`src/rtl/mem_arbiter_if.sv`:
```
// Requester and memory-port bundle for mem_arbiter.
// slave  : the arbiter's side (takes commands and memory read data, drives ready/rsp/memory).
// master : the environment's side (requesters plus the memory).
interface mem_arbiter_if #(
  parameter int BITS   = 16,
  parameter int ADDR_W = 8
);
  logic              i_req0_valid;
  logic              i_req0_rw;
  logic [ADDR_W-1:0] i_req0_addr;
  logic [BITS-1:0]   i_req0_data;
  logic              o_req0_ready;
  logic              o_rsp0_valid;
  logic [BITS-1:0]   o_rsp0_data;

  logic              i_req1_valid;
  logic              i_req1_rw;
  logic [ADDR_W-1:0] i_req1_addr;
  logic [BITS-1:0]   i_req1_data;
  logic              o_req1_ready;
  logic              o_rsp1_valid;
  logic [BITS-1:0]   o_rsp1_data;

  logic              o_mem_rw;
  logic [ADDR_W-1:0] o_mem_addr;
  logic [BITS-1:0]   o_mem_data;
  logic [BITS-1:0]   i_mem_data;

  modport slave (
    input  i_req0_valid, i_req0_rw, i_req0_addr, i_req0_data,
    input  i_req1_valid, i_req1_rw, i_req1_addr, i_req1_data,
    input  i_mem_data,
    output o_req0_ready, o_rsp0_valid, o_rsp0_data,
    output o_req1_ready, o_rsp1_valid, o_rsp1_data,
    output o_mem_rw, o_mem_addr, o_mem_data
  );

  modport master (
    output i_req0_valid, i_req0_rw, i_req0_addr, i_req0_data,
    output i_req1_valid, i_req1_rw, i_req1_addr, i_req1_data,
    output i_mem_data,
    input  o_req0_ready, o_rsp0_valid, o_rsp0_data,
    input  o_req1_ready, o_rsp1_valid, o_rsp1_data,
    input  o_mem_rw, o_mem_addr, o_mem_data
  );
endinterface

```
`src/rtl/mem_arbiter.sv`:
```
// Two-requester arbiter/sequencer for a single-port data memory.
// Pipeline: combinational grant -> stage A (drives memory for one cycle)
// -> stage R (registered response to the originating requester).
// Fixed 2-cycle accept-to-response latency, one access per cycle, never stalls.
// Optional feature macro ARB_ROUND_ROBIN_EN: round-robin contention resolution;
// when undefined, requester 0 has fixed priority.
module mem_arbiter #(
  parameter int BITS   = 16,
  parameter int ADDR_W = 8
) (
  input  logic         i_clk,
  input  logic         i_rst_n,
  mem_arbiter_if.slave bus
);

  logic gnt0, gnt1, acc;

  logic              a_vld_q, a_vld_d;
  logic              a_id_q, a_id_d;
  logic              a_rw_q, a_rw_d;
  logic [ADDR_W-1:0] a_addr_q, a_addr_d;
  logic [BITS-1:0]   a_data_q, a_data_d;

  logic              rsp0_vld_q, rsp0_vld_d;
  logic              rsp1_vld_q, rsp1_vld_d;
  logic [BITS-1:0]   rsp0_data_q, rsp0_data_d;
  logic [BITS-1:0]   rsp1_data_q, rsp1_data_d;
  logic [BITS-1:0]   rsp_src;

`ifdef ARB_ROUND_ROBIN_EN
  logic rr_q, rr_d;

  // Grant: preferred requester wins contention; pointer moves to the one not granted.
  always_comb begin
    gnt0 = bus.i_req0_valid && (!bus.i_req1_valid || !rr_q);
    gnt1 = bus.i_req1_valid && (!bus.i_req0_valid ||  rr_q);
    rr_d = rr_q;
    if (gnt0)      rr_d = 1'b1;
    else if (gnt1) rr_d = 1'b0;
  end

  // Round-robin pointer register.
  always_ff @(posedge i_clk or negedge i_rst_n) begin
    if (!i_rst_n) rr_q <= 1'b0;
    else          rr_q <= rr_d;
  end
`else
  // Grant: requester 0 always wins contention.
  always_comb begin
    gnt0 = bus.i_req0_valid;
    gnt1 = bus.i_req1_valid && !bus.i_req0_valid;
  end
`endif

  // Ready is the grant itself, forced low while reset is held.
  assign acc              = gnt0 || gnt1;
  assign bus.o_req0_ready = gnt0 && i_rst_n;
  assign bus.o_req1_ready = gnt1 && i_rst_n;

  // Stage A next state: load the granted command, otherwise empty with addr/data held.
  always_comb begin
    a_vld_d  = acc;
    a_id_d   = a_id_q;
    a_rw_d   = a_rw_q;
    a_addr_d = a_addr_q;
    a_data_d = a_data_q;
    if (gnt0) begin
      a_id_d   = 1'b0;
      a_rw_d   = bus.i_req0_rw;
      a_addr_d = bus.i_req0_addr;
      a_data_d = bus.i_req0_data;
    end else if (gnt1) begin
      a_id_d   = 1'b1;
      a_rw_d   = bus.i_req1_rw;
      a_addr_d = bus.i_req1_addr;
      a_data_d = bus.i_req1_data;
    end
  end

  // Stage R next state: reads return the old memory word, writes echo their data.
  always_comb begin
    rsp_src     = a_rw_q ? a_data_q : bus.i_mem_data;
    rsp0_vld_d  = a_vld_q && !a_id_q;
    rsp1_vld_d  = a_vld_q &&  a_id_q;
    rsp0_data_d = rsp0_vld_d ? rsp_src : rsp0_data_q;
    rsp1_data_d = rsp1_vld_d ? rsp_src : rsp1_data_q;
  end

  // Pipeline registers; reset drops any in-flight command immediately.
  always_ff @(posedge i_clk or negedge i_rst_n) begin
    if (!i_rst_n) begin
      a_vld_q     <= 1'b0;
      a_id_q      <= 1'b0;
      a_rw_q      <= 1'b0;
      a_addr_q    <= '0;
      a_data_q    <= '0;
      rsp0_vld_q  <= 1'b0;
      rsp1_vld_q  <= 1'b0;
      rsp0_data_q <= '0;
      rsp1_data_q <= '0;
    end else begin
      a_vld_q     <= a_vld_d;
      a_id_q      <= a_id_d;
      a_rw_q      <= a_rw_d;
      a_addr_q    <= a_addr_d;
      a_data_q    <= a_data_d;
      rsp0_vld_q  <= rsp0_vld_d;
      rsp1_vld_q  <= rsp1_vld_d;
      rsp0_data_q <= rsp0_data_d;
      rsp1_data_q <= rsp1_data_d;
    end
  end

  assign bus.o_mem_rw     = a_vld_q && a_rw_q;
  assign bus.o_mem_addr   = a_addr_q;
  assign bus.o_mem_data   = a_data_q;
  assign bus.o_rsp0_valid = rsp0_vld_q;
  assign bus.o_rsp1_valid = rsp1_vld_q;
  assign bus.o_rsp0_data  = rsp0_data_q;
  assign bus.o_rsp1_data  = rsp1_data_q;

endmodule

```
`src/flat_wrapper.sv`:
```
// flat-port wrapper written by rule: the top's interface ports become plain ports
module mem_arbiter_flat 
#(
  parameter int BITS   = 16,
  parameter int ADDR_W = 8
)
  (i_clk, i_rst_n, bus_i_req0_valid, bus_i_req0_rw, bus_i_req0_addr, bus_i_req0_data, bus_i_req1_valid, bus_i_req1_rw, bus_i_req1_addr, bus_i_req1_data, bus_i_mem_data, bus_o_req0_ready, bus_o_rsp0_valid, bus_o_rsp0_data, bus_o_req1_ready, bus_o_rsp1_valid, bus_o_rsp1_data, bus_o_mem_rw, bus_o_mem_addr, bus_o_mem_data);
  mem_arbiter_if #(.BITS(BITS), .ADDR_W(ADDR_W)) bus_i ();
  input  logic i_clk;
  input  logic i_rst_n;
  input wire logic [$bits(bus_i.i_req0_valid)-1:0] bus_i_req0_valid;
  input wire logic [$bits(bus_i.i_req0_rw)-1:0] bus_i_req0_rw;
  input wire logic [$bits(bus_i.i_req0_addr)-1:0] bus_i_req0_addr;
  input wire logic [$bits(bus_i.i_req0_data)-1:0] bus_i_req0_data;
  input wire logic [$bits(bus_i.i_req1_valid)-1:0] bus_i_req1_valid;
  input wire logic [$bits(bus_i.i_req1_rw)-1:0] bus_i_req1_rw;
  input wire logic [$bits(bus_i.i_req1_addr)-1:0] bus_i_req1_addr;
  input wire logic [$bits(bus_i.i_req1_data)-1:0] bus_i_req1_data;
  input wire logic [$bits(bus_i.i_mem_data)-1:0] bus_i_mem_data;
  output wire logic [$bits(bus_i.o_req0_ready)-1:0] bus_o_req0_ready;
  output wire logic [$bits(bus_i.o_rsp0_valid)-1:0] bus_o_rsp0_valid;
  output wire logic [$bits(bus_i.o_rsp0_data)-1:0] bus_o_rsp0_data;
  output wire logic [$bits(bus_i.o_req1_ready)-1:0] bus_o_req1_ready;
  output wire logic [$bits(bus_i.o_rsp1_valid)-1:0] bus_o_rsp1_valid;
  output wire logic [$bits(bus_i.o_rsp1_data)-1:0] bus_o_rsp1_data;
  output wire logic [$bits(bus_i.o_mem_rw)-1:0] bus_o_mem_rw;
  output wire logic [$bits(bus_i.o_mem_addr)-1:0] bus_o_mem_addr;
  output wire logic [$bits(bus_i.o_mem_data)-1:0] bus_o_mem_data;
  assign bus_i.i_req0_valid = bus_i_req0_valid;
  assign bus_i.i_req0_rw = bus_i_req0_rw;
  assign bus_i.i_req0_addr = bus_i_req0_addr;
  assign bus_i.i_req0_data = bus_i_req0_data;
  assign bus_i.i_req1_valid = bus_i_req1_valid;
  assign bus_i.i_req1_rw = bus_i_req1_rw;
  assign bus_i.i_req1_addr = bus_i_req1_addr;
  assign bus_i.i_req1_data = bus_i_req1_data;
  assign bus_i.i_mem_data = bus_i_mem_data;
  assign bus_o_req0_ready = bus_i.o_req0_ready;
  assign bus_o_rsp0_valid = bus_i.o_rsp0_valid;
  assign bus_o_rsp0_data = bus_i.o_rsp0_data;
  assign bus_o_req1_ready = bus_i.o_req1_ready;
  assign bus_o_rsp1_valid = bus_i.o_rsp1_valid;
  assign bus_o_rsp1_data = bus_i.o_rsp1_data;
  assign bus_o_mem_rw = bus_i.o_mem_rw;
  assign bus_o_mem_addr = bus_i.o_mem_addr;
  assign bus_o_mem_data = bus_i.o_mem_data;
  mem_arbiter #(.BITS(BITS), .ADDR_W(ADDR_W)) u_core (.i_clk(i_clk), .i_rst_n(i_rst_n), .bus(bus_i));
endmodule
```
`config.mk`:
```
export PLATFORM = sky130hd
export DESIGN_NAME = mem_arbiter_flat
export DESIGN_NICKNAME = d
export VERILOG_FILES = /design/src/rtl/mem_arbiter_if.sv /design/src/rtl/mem_arbiter.sv /design/src/flat_wrapper.sv
export SDC_FILE = /design/constraint.sdc
export NUM_CORES = 1
export LEC_CHECK = 0
export CAP_MARGIN = 30
export CORE_AREA = 5 5 90 92
export DETAILED_ROUTE_END_ITERATION = 10
export DIE_AREA = 0 0 95 97
export PLACE_DENSITY_LB_ADDON = 0.3
export SLEW_MARGIN = 25
export SYNTH_ARGS = -nofsm -noshare
export SYNTH_HDL_FRONTEND = slang
export SYNTH_SLANG_ARGS = --single-unit
```
`constraint.sdc`:
```
create_clock -name i_clk -period 3.6 [get_ports i_clk]
set_clock_uncertainty 0.15 [all_clocks]
set_input_delay 1.08 -clock i_clk [delete_from_list [all_inputs] [get_ports i_clk]]
set_output_delay 1.08 -clock i_clk [all_outputs]
set_load 0.005 [all_outputs]
```
==> summary by stage <==
Logic synthesis
After synthesis the cells add up to 0.002783 sq mm. Sorting the synthesized cells by how often they occur yields sky130_fd_sc_hd__dfrtp_1 (61), sky130_fd_sc_hd__nand2_1 (26), sky130_fd_sc_hd__mux2i_1 (25), sky130_fd_sc_hd__o21ai_0 (25), sky130_fd_sc_hd__mux2_4 (24). Of all flip-flops after synthesis, the portion carrying an async set or reset was 100.0%.

The most used flip-flop cell after synthesis is sky130_fd_sc_hd__dfrtp_1. The number of enable-type register cells in the synthesized netlist is 0. For this run, the register share of the synthesized area comes to 54.86%. The cell taking the most area after synthesis is sky130_fd_sc_hd__dfrtp_1. The count of unique library cells instantiated by Yosys is 17. The net count of the mapped netlist is 278.

The Yosys step of the flow raised 0 warnings. In the post-synthesis netlist, the biggest area contributors are sky130_fd_sc_hd__dfrtp_1 (55%), sky130_fd_sc_hd__mux2_4 (13%), sky130_fd_sc_hd__mux2_2 (9.3%). The post-synthesis cell count is 208. The mean instance size in the synthesized netlist is 13.38 sq um.

The top cell type by area accounts for 54.86% of the synthesized area. The most frequent cell after synthesis is sky130_fd_sc_hd__dfrtp_1. The number of storage elements in the synthesis netlist is 61.

Place
The count of placed standard cells including taps is 430. The final weighted congestion of routability-driven global placement is 0.7151. The number of buffer cells added on primary ports is 130. The HPWL after detailed placement is 5265 microns.

Floorplan
The floorplan has 31 rows. Measured along the y axis, the die boundary spans 97 microns. Pin placement for this block handled 131 I/O pins. Once the floorplan was initialized, standard cells occupied 38.99% of the core. The overall die area is 0.009215 sq mm.

The core area is 0.007137 sq mm. In this run the horizontal extent of the chip is 95 microns.

Worst setup path
The reg-to-reg critical path endpoint is u_core.bus.o_rsp0_data[5]$_DFFE_PN0P_. The number of cells traversed by the worst register-to-register path is 3. STA classifies the critical path endpoint as a primary output.

The data arrival time at the worst-slack endpoint is 1940 ps. The path type of the worst setup path is primary input to primary output. At the worst endpoint, the required time is 2370 ps. In this run the worst path has a maximum fanout of 11. The launch point of the worst reg-to-reg path is u_core.a_id_q$_DFFE_PN0P_.

The type of origin of the critical path is a primary input. The worst setup slack for register-to-register paths is 1830 ps.

Routing
In the routed design, unresolved DRC markers number 0. The pre-antenna-repair detailed-routing pass consisted of 4 iterations. The detailed route wirelength on metal2 is 3315 microns. The count of vias placed by the detailed router is 2077. The number of vias per cell after detailed routing is 4.657. In this run, the number of DRC markers left after iteration 0 of detailed routing was 37. The sum of routed wire segments on met1 is 3036 microns. After detailed routing, the total wire length is 7078 microns. After detailed routing, the average wire length per cell comes to 15.87 microns. The number of routed nets with antenna violations is 0. The topmost layer with routed signal wires is met4.

The routed design uses 669 microns of met3 wire.

Cells and area
The filler-free cell count of the finished design is 446. The area added between synthesis and finish is 58.59%. At the end of the flow, the number of nets in the layout was 412.

The filler cells instantiated in the layout total 614. Cells with a size suffix above 1 make up 21.90% of the layout. The antenna diode count is 0.

Clock network
After clock tree synthesis, the clock-pin slew on the worst setup and hold paths is 70 ps. Buffers added to address setup during post-CTS repair amount to 0. The number of CTS-inserted buffers is 9. The latest clock arrival within the worst-skew pair is 320 ps.

The root buffer selected by CTS is sky130_fd_sc_hd__clkbuf_8. The TritonCTS clock tree is built. The tree built by TritonCTS fans out to 61 sinks. The maximum root-to-sink buffer count is 2. The number of gates resized after CTS was 0. The number of buffers inserted by hold repair at cts is 0. The number of H-tree branching levels is 3.

Timing
Setup repair after global routing left no endpoint under its margin. The worst pin sits at a relative slew slack of 65.61%. Of the available clock period, the critical path in the final layout requires 88.19%. The count of endpoints failing setup in the final report is 0. The hold violation count in the final report is 0. The top achievable clock speed is 315.0 MHz. The final number of max-transition violations is 0. Summed over all failing endpoints, the final setup total negative slack is 0 ps. The actual transition at the worst max-transition pin is 515.8 ps.

The smallest clock period supported by the final layout is computed as 3175 ps.

Global route
The via count of the first global-routing pass came to 2291. The first global-routing pass estimated 11600 microns of wire. For this run the aggregate overflow at the end of global routing stands at 0. The pin count of the biggest net entering global routing is 37. The number of antenna violations at the first check in global routing is 0. Global routing used 16.28% of the available tracks across all layers.

Power
The proportion of power drawn by flip-flops and latches is 39.2%. The net load switching power is 0.4896 mW. The static leakage is 1.947 nW. The power density over cell area is 495.3 mW/mm^2.

The internal power is 1.696 mW. VDD sags by at most 0.2185 mV. The combinational group share of total power is 25.5%. In this run, the clock network consumes 35.3% of the power. Of the total power, the share spent switching nets is 22.40%.

Status
The run finished with clean final reports.

Worst hold path
For hold timing, the worst endpoint is u_core.bus.o_rsp1_data[6]$_DFFE_PN0P_. The startpoint identified for the worst hold timing path is u_core.bus.o_rsp1_data[6]$_DFFE_PN0P_. Counting instances, the worst hold path has a depth of 1.

The worst hold path belongs to the class flip-flop to flip-flop.

Run
Max-cap violations in this run came to 0.
## how the worst max path moves through the flow
stage	startpoint	end	slack [ps]	depth (start not counted)
4_1_cts	bus_i_req0_valid	bus_o_req1_ready	410	3
3_3_place_gp	bus_i_req0_valid	bus_o_req1_ready	410	3
2_1_floorplan	bus_i_req0_valid	bus_o_req0_ready	650	3
6_report	bus_i_req0_valid	bus_o_req1_ready	430	3
5_1_grt	bus_i_req0_valid	bus_o_req1_ready	340	3
3_5_place_dp	bus_i_req0_valid	bus_o_req1_ready	410	3
## final cells by class
cell class                 instances  area [sq um]  share of cell area, %
clock buffer                      13         168.9                  3.828
multi-input combinational        132          1150                  26.06
timing repair buffer             138          1354                  30.68
clock inverter                     3         90.09                  2.041
tap                               99         123.9                  2.807
sequential                        61          1526                  34.59
## metrics by stage
stage | hold WS, ps | instance area (sq um) | utilization, % | setup WS, ps | total power, mW
floorplan | 324.5 | 2783 | - | 653.6 | 1.081
global placement | 322.4 | 4139 | 57.99 | 413.7 | 1.423
detailed placement | 333.5 | 4154 | 58.20 | 407.1 | 1.432
CTS | 359.4 | 4413 | 61.83 | 405.7 | 2.219
global route | 377.1 | 4413 | 61.83 | 341.5 | 2.298
finish | 355.9 | 4413 | 61.83 | 425.2 | 2.186
## power by group through the flow
stage / clock network [mW] / logic [mW] / registers [mW]
after floorplan: 0 / 0.211 / 0.870
after global placement: 0 / 0.559 / 0.864
after detailed placement: 0 / 0.566 / 0.867
after CTS: 0.794 / 0.568 / 0.857
after global routing: 0.823 / 0.603 / 0.872
final: 0.772 / 0.558 / 0.856
## worst max-delay path, stage by stage
cell and delay, ps:
sky130_fd_sc_hd__buf_2 160, sky130_fd_sc_hd__nor2_1 150, sky130_fd_sc_hd__clkdlybuf4s50_1 560
## placed cells by master (no fill, tap or decap), drive strengths merged
cell	n
and2	3
nor2	3
nor2b	1
buf	11
mux2i	25
clkdlybuf4s50	127
bufinv	3
mux2	48
o21ai	25
dfrtp	61
clkbuf	13
or2	1
nand2	26
## layer usage
layer,vias to the layer above,GRT usage (%)
li1,987,-
met2,85,25.22
met1,999,20.62
met4,0,5.327
met5,-,0
met3,6,6.439
## kinds of logic (layout without fill, tap and decap cells)
family | count (synthesis) | in the layout | synth area share (%)
DFF | 61 | 61 | 54.86
AOI/OAI and AO/OA | 25 | 25 | 4.496
and+or+nand+nor | 34 | 34 | 5.081
muxes | 73 | 73 | 31.65
buffers and inverters | 15 | 154 | 3.912
## flip-flops by register name, summed over array words and instances (netlist names)
signal and flops:
u_core.bus.o_mem_data 16, u_core.bus.o_rsp0_data 16, u_core.bus.o_rsp1_data 16, u_core.bus.o_mem_addr 8, u_core.a_id_q 1, u_core.a_rw_q 1, u_core.a_vld_q 1, u_core.bus.o_rsp0_valid 1
u_core.bus.o_rsp1_valid 1
No activity file was read; power rests on OpenSTA's default activity.
